`src/rtl/fifoc_cmd_parse.sv`:
```
// fifoc_cmd_parse: drains one command frame from fifoc, validates it and commits the command registers
module fifoc_cmd_parse #(
   parameter logic [7:0] HDR0      = 8'h55,
   parameter logic [7:0] HDR1      = 8'hAA,
   parameter int         FRAME_LEN = 12
) (
   input  logic        sys_clk,
   input  logic        rst,
   input  logic        fs,
   output logic        fd,
   input  logic [11:0] data_len,
   output logic        fifoc_rxen,
   input  logic [7:0]  fifoc_rxd,
   output logic [7:0]  cmd_kdev,
   output logic [7:0]  cmd_smpr,
   output logic [7:0]  cmd_filt,
   output logic [7:0]  cmd_mix0,
   output logic [7:0]  cmd_mix1,
   output logic [7:0]  cmd_reg4,
   output logic [7:0]  cmd_reg5,
   output logic [7:0]  cmd_reg6,
   output logic [7:0]  cmd_reg7,
   output logic        cmd_update,
   output logic        err
);
   typedef enum logic [1:0] {IDLE, READ, CHECK, DONE} state_t;
   state_t state, state_nx;
   logic [11:0] n, iss, cap;
   logic rd_v, hdr_ok, valid;
   logic [7:0] sum, csum;
   logic [0:8][7:0] shd;
   assign valid = (n == 12'(FRAME_LEN)) && hdr_ok && (csum == sum);
   // state register
   always_ff @(posedge sys_clk or posedge rst)
      if (rst) state <= IDLE;
      else state <= state_nx;
   // next state and decoded outputs; READ ends once every read has been issued and the last byte is on rxd
   always_comb begin
      state_nx = state;
      fifoc_rxen = 1'b0;
      fd = 1'b0;
      cmd_update = 1'b0;
      case (state)
         IDLE: state_nx = fs ? READ : IDLE;
         READ: begin
            fifoc_rxen = iss != n;
            state_nx = (iss == n) ? CHECK : READ;
         end
         CHECK: begin
            cmd_update = valid;
            state_nx = DONE;
         end
         DONE: begin
            fd = 1'b1;
            state_nx = fs ? DONE : IDLE;
         end
         default: state_nx = IDLE;
      endcase
   end
   // frame length latch, read issue/capture counters, header/checksum tracking and payload shadows
   always_ff @(posedge sys_clk or posedge rst)
      if (rst) begin
         n <= '0;
         iss <= '0;
         cap <= '0;
         rd_v <= 1'b0;
         hdr_ok <= 1'b0;
         sum <= '0;
         csum <= '0;
         shd <= '0;
      end else begin
         rd_v <= fifoc_rxen;
         if (state == IDLE && fs) begin
            n <= data_len;
            iss <= '0;
            cap <= '0;
            hdr_ok <= 1'b1;
            sum <= '0;
         end else begin
            if (fifoc_rxen) iss <= iss + 12'd1;
            if (rd_v) begin
               cap <= cap + 12'd1;
               if (cap == 12'd0 && fifoc_rxd != HDR0) hdr_ok <= 1'b0;
               if (cap == 12'd1 && fifoc_rxd != HDR1) hdr_ok <= 1'b0;
               if (cap >= 12'd2 && cap <= 12'd10) sum <= sum + fifoc_rxd;
               for (int i = 0; i < 9; i++)
                  if (cap == 12'(i + 2)) shd[i] <= fifoc_rxd;
               if (cap == 12'd11) csum <= fifoc_rxd;
            end
         end
      end
   // commit shadows on a good frame, record the verdict of every frame
   always_ff @(posedge sys_clk or posedge rst)
      if (rst) begin
         {cmd_kdev, cmd_smpr, cmd_filt, cmd_mix0, cmd_mix1, cmd_reg4, cmd_reg5, cmd_reg6, cmd_reg7} <= '0;
         err <= 1'b0;
      end else if (state == CHECK) begin
         err <= !valid;
         if (valid) {cmd_kdev, cmd_smpr, cmd_filt, cmd_mix0, cmd_mix1, cmd_reg4, cmd_reg5, cmd_reg6, cmd_reg7} <= shd;
      end
endmodule

```
`config.mk`:
```
export PLATFORM = sky130hd
export DESIGN_NAME = fifoc_cmd_parse
export DESIGN_NICKNAME = d
export VERILOG_FILES = /design/src/rtl/fifoc_cmd_parse.sv
export SDC_FILE = /design/constraint.sdc
export NUM_CORES = 1
export LEC_CHECK = 0
export BUFFER_PORTS_ARGS = -buffer_cell sky130_fd_sc_hd__buf_2
export CAP_MARGIN = 30
export CORE_ASPECT_RATIO = 1.1
export CORE_MARGIN = 10
export CORE_UTILIZATION = 53
export DETAILED_ROUTE_END_ITERATION = 16
export GPL_ROUTABILITY_DRIVEN = 0
export PLACE_DENSITY = 0.73
export SLEW_MARGIN = 0
export SYNTH_ARGS = -nofsm -noshare
export SYNTH_HDL_FRONTEND = slang
export SYNTH_SLANG_ARGS = --single-unit
export TNS_END_PERCENT = 5
```
`constraint.sdc`:
```
create_clock -name sys_clk -period 12.01 [get_ports sys_clk]
set_clock_uncertainty 0.05 [all_clocks]
set_input_delay 1.8015 -clock sys_clk [delete_from_list [all_inputs] [get_ports sys_clk]]
set_output_delay 1.8015 -clock sys_clk [all_outputs]
set_load 0.005 [all_outputs]
```
# == Yosys cells after proc, flatten, opt, wreduce, memory -nomap -nowiden ==
# Index checks and enable logic that the tools add are counted.
# totals
register_bits,201
input_bits,23
output_inout_bits,76
wordCells,97
# classes
add_sub_neg,3
magnitude_cmp,2
eq_ne,20
mux,18
bitwise_logic,1
n_reduce_logical,26
# op_table
op,n
$eq 12x4->1 const B,5
$eq 12x3->1 const B,4
$mux 12,4
$reduce_and 3->1,10
$add 12x1->12 const B,2
$eq 12x2->1 const B,2
$mux 8,3
$eq 12x1->1 const B,1
$eq 12x12->1,1
$ge 12x2->1 const B,1
$le 12x4->1 const B,1
$logic_not 12->1,1
$ne 12x12->1,1
$add 8x8->8,1
$eq 8x8->1,1
$mux 1,8
$ne 8x7->1 const B,1
$ne 8x8->1 const B,1
$pmux 2 s4,1
$logic_and 1x1->1,6
$reduce_and 2->1,3
$reduce_bool 2->1,3
$eq 2x2->1 const B,2
$mux 2,2
other kinds (5),5

# == Depth between registers and ports, before layout ==
# logic_depth
depth_word,6
depth_mapped,8
ltp_nobuf,7

# == Least setup slack after synthesis ==
# No wires, ideal clock.
# synth_path
path_type,input -> register
from,input port fs
to,register shd[64] (netlist name)
setup_time_ps,125
arrival_time_ps,3389
required_ps,11835
path_slack_ps,8446
cell_stages,4
n_path_buf,0
cell_sequence,nor3b_1 or4b_4 nor4b_4 mux2_2
# synth_via
elab_chain_len,3
# synth_lines
item,line,text
from (decl),9,"input logic fs,"
$logic_and 1x1->1,73,if (state == IDLE && fs) begin
$not 1->1 (no line),-,
$reduce_and 3->1 (no line),-,
"to (signal, indexed assignment)",87,if (cap == 12'(i + 2)) shd[i] <= fifoc_rxd;
to (decl),31,logic [0:8][7:0] shd;
# No other way between the ends.
# A chain may end at the register's enable or synchronous reset.

# == Final worst setup path ==
# layout_path
from,register state[1]
to,output port cmd_update
# layout_via
elab_chain_len,2
# layout_lines
item,line,text
from (decl),27,"state_t state, state_nx;"
from (signal assigned),36,else state <= state_nx;
$eq 2x2->1,43,case (state)
$mux 1,43,
to (decl),23,"output logic cmd_update,"
# No other way between the ends.

==> impl_metrics.py <==
metrics = {
    "run_status": {
        "status": "finished, final reports clean",
    },
    "power": {
        "combPwrFrac": 0.223,
        "ir_drop_mv": 0.114,
        "power.switching_mw": 0.637,
        "p_per_area_mw_per_mm2": 212,
        "p_sw_frac": 0.304,
        "power_frac_clock": 0.299,
        "p_int_mw": 1.46,
        "p_leak_nw": 4.99,
        "seq_power_share": 0.479,
    },
    "clock_network": {
        "post_cts_resized": 0,
        "path_clk_slew_ps": 60,
        "cts.sinks": 201,
        "clock_latency_ps": 480,
        "cts_tree": "built",
        "htree_levels": 1,
        "postCtsHoldBufs": 0,
        "numCtsBuffers": 21,
        "cts-root-buf": "clkbuf_16",
        "clock_path_buffers": 3,
        "post-cts-setup-buffer-count": 0,
    },
    "global_routing": {
        "grt_pass1_vias": 5843,
        "grt-ovfl-total": 0,
        "grt_pass1_wl_um": 31300,
        "grt_usage": 0.174,
        "grt_max_degree": 124,
        "antenna_found_initial": 0,
    },
    "detailed_routing": {
        "drt-total-wl_um": 18900,
        "route.antenna.remaining_nets": 0,
        "post-route-drc-count": 0,
        "post_drt_wl_per_cell_um": 19.8,
        "dr.first_iter.drc_count": 409,
        "num_vias": 5321,
        "dr.pass1.iters": 4,
        "viasPerCell": 5.57,
    },
    "critical_path": {
        "ff2ff_setup_slack_ps": 9260,
        "critical_path_class": "register to output pin",
        "endpoint_kind": "output pin",
        "r2r-start": "state[1]$_DFF_PP0_",
        "critical_path_required_ps": 10160,
        "cp-start-kind": "register",
        "setup.worst_path.start": "state[1]$_DFF_PP0_",
        "worst-r2r-cell-count": 5,
        "r2r_end": "cmd_reg5[6]$_DFFE_PP0P_",
        "crit_arrival_ps": 2100,
        "crit_fanout": 10,
        "crit_path_end": "cmd_update",
    },
    "placement": {
        "placed_cell_area_mm2": 0.00919,
        "dpl_worst_slack_ps": 8010,
        "place.port_buffers": 98,
        "place_hpwl_um": 12700,
    },
    "yosys": {
        "synth_fp_nets": 681,
        "synth_area_mm2": 0.00852,
        "syn_inst": 645,
        "yosys_warnings": 0,
        "yosysSeqAreaShare": 0.590,
        "yosys.area.top_type": "dfrtp_1",
        "synthTopCellsByArea": "dfrtp_1 59%, mux2_2 20%, xnor2_1 2.9%",
        "yosys.area.top_type_share": 0.590,
        "synth_ff_type": "dfrtp_1",
        "async_flop_share": 1.00,
        "syn_avg_cell_area_um2": 13.2,
        "ys_ff_latch": 201,
        "synth_edf_count": 0,
        "synth_cell_types": 44,
    },
    "finish": {
        "n_fill_cell": 1164,
        "antenna_cells": 0,
        "design_area_mm2": 0.00987,
        "syn2layout_area_growth_pct": 15.9,
        "fin_nets": 778,
        "drive_gt1_frac": 0.392,
    },
    "timing": {
        "worst_pin_slew_ps": 949,
        "max_freq_ghz": 0.253,
        "hold_viol": 0,
        "setup_viol": 0,
        "hold-worst-slack_ps": 443,
        "finalMaxSlewViolations": 0,
        "fin_crit_sh": 0.329,
        "rsz0062_at_grt": "false",
        "finalWorstSetupSlack_ps": 8060,
        "setup-tns-final_ps": 0,
        "maxSlewHeadroom": 0.367,
        "period_needed_ps": 3950,
    },
    "job": {
        "maxCapViolations": 0,
    },
    "die": {
        "ios": 99,
        "fp-row-count": 48,
        "fp.dieH_um": 153,
        "die_x_um": 141,
        "core_area_mm2": 0.0157,
        "start_util": 0.541,
        "dieArea_mm2": 0.0216,
    },
    "hold_path": {
        "min_path_type": "register to register",
        "hold_depth": 2,
    },
}
## cells in the final DEF, fill, tap and decap left out, types with 3 or more instances in the layout
cell type / Yosys / routed
clkinvlp_4: 0 / 3
or3_1: 6 / 6
clkinv_2: 0 / 4
mux2_2: 152 / 152
xnor2_1: 28 / 28
nand2_2: 3 / 3
buf_2: 6 / 98
nand2_1: 63 / 63
xor2_1: 7 / 7
o21ai_0: 11 / 11
nand3_1: 7 / 7
buf_4: 0 / 4
nor4b_1: 3 / 3
nor3_1: 10 / 10
a21o_1: 3 / 3
a22o_1: 7 / 7
and3_1: 4 / 4
clkbuf_1: 23 / 7
or4_1: 3 / 3
dfrtp_1: 201 / 201
ha_1: 12 / 12
mux2i_1: 5 / 5
inv_1: 8 / 7
nor2_1: 23 / 23
a21oi_1: 14 / 14
nor4bb_1: 4 / 4
nand4_1: 13 / 13
clkbuf_16: 0 / 21
## logic make-up (layout without fill, tap and decap cells)
kind of cell               Yosys count  count (layout)  share of synthesized area
muxes                              157             157                      0.207
xor gates and xnor gates            35              35                     0.0360
and+or+nand+nor                    155             155                     0.0940
adders and majority gates           13              13                     0.0200
buffers and inverters               37             148                     0.0172
AOI/OAI and AO/OA                   47              47                     0.0357
DFF                                201             201                      0.590
## through the flow
step,util,cells,total power [mW]
2_1_floorplan,-,645,1.34
3_3_place_gp,0.584,918,1.44
3_5_place_dp,0.584,918,1.48
4_1_cts,0.626,955,2.11
5_1_grt,0.628,956,2.21
6_report,0.628,956,2.10
## power by group through the flow
stage / registers [mW] / logic [mW] / clock network (mW)
after floorplan: 0.942 / 0.402 / 0
after global placement: 1.00 / 0.439 / 0
after detailed placement: 1.01 / 0.466 / 0
after CTS: 1.00 / 0.468 / 0.635
after global routing: 1.03 / 0.522 / 0.665
final: 1.00 / 0.467 / 0.626
## cell type report
type	instances	area [um2]	area share
Tap cell	200	250	0.0253
Clock buffer	28	552	0.0559
Inverter	8	37.5	0.00380
Timing Repair Buffer	103	548	0.0555
Sequential cell	201	5030	0.509
Multi-Input combinational cell	407	3350	0.340
Clock inverter	9	103	0.0104
## routing by layer
layer  vias to the layer above  part of all wire  global-route usage
met5                         -                 0                   0
met4                         0             0.014              0.0408
met3                        23             0.053              0.0338
met2                       141              0.49               0.290
met1                      2694              0.44               0.227
li1                       2463                 -                   -
## critical path, stage by stage, from the launching register on
cell	delay (ps)
dfrtp_1	520
nor4b_1	330
nand4_1	270
nor3_1	320
buf_2	170
## flip-flops by register name (all words and copies together) (netlist names), 12 cells and up
signal / count
cap: 12
n: 12
shd: 72
iss: 12
## Yosys cell counts, types with 2 or more instances
library cell	n
clkbuf_1	23
nor3b_1	2
nor3_1	10
xor2_1	7
nor3_2	2
a21o_1	3
nor4bb_1	4
or4_1	3
mux2i_1	5
o21ai_0	11
dfrtp_1	201
o211ai_1	2
inv_1	8
nand3_1	7
nand2b_1	2
nand2_2	3
o31ai_1	2
nor2_1	23
ha_1	12
nor2b_1	2
nor4_1	2
nand4_1	13
xnor2_1	28
o41ai_1	2
and3_1	4
mux2_2	152
nor4b_1	3
o21bai_1	2
buf_2	6
a22o_1	7
nand2_1	63
a21oi_1	14
or3_1	6
## worst min-delay path by stage
stage,to,start,slack (ps)
3_3_place_gp,err$_DFFE_PP0P_,err$_DFFE_PP0P_,430
2_1_floorplan,hdr_ok$_DFFE_PP0P_,hdr_ok$_DFFE_PP0P_,410
5_1_grt,cmd_reg4[4]$_DFFE_PP0P_,cmd_reg4[4]$_DFFE_PP0P_,470
4_1_cts,err$_DFFE_PP0P_,err$_DFFE_PP0P_,450
6_report,err$_DFFE_PP0P_,err$_DFFE_PP0P_,440
3_5_place_dp,err$_DFFE_PP0P_,err$_DFFE_PP0P_,430
(Power assumes the default switching activity.)
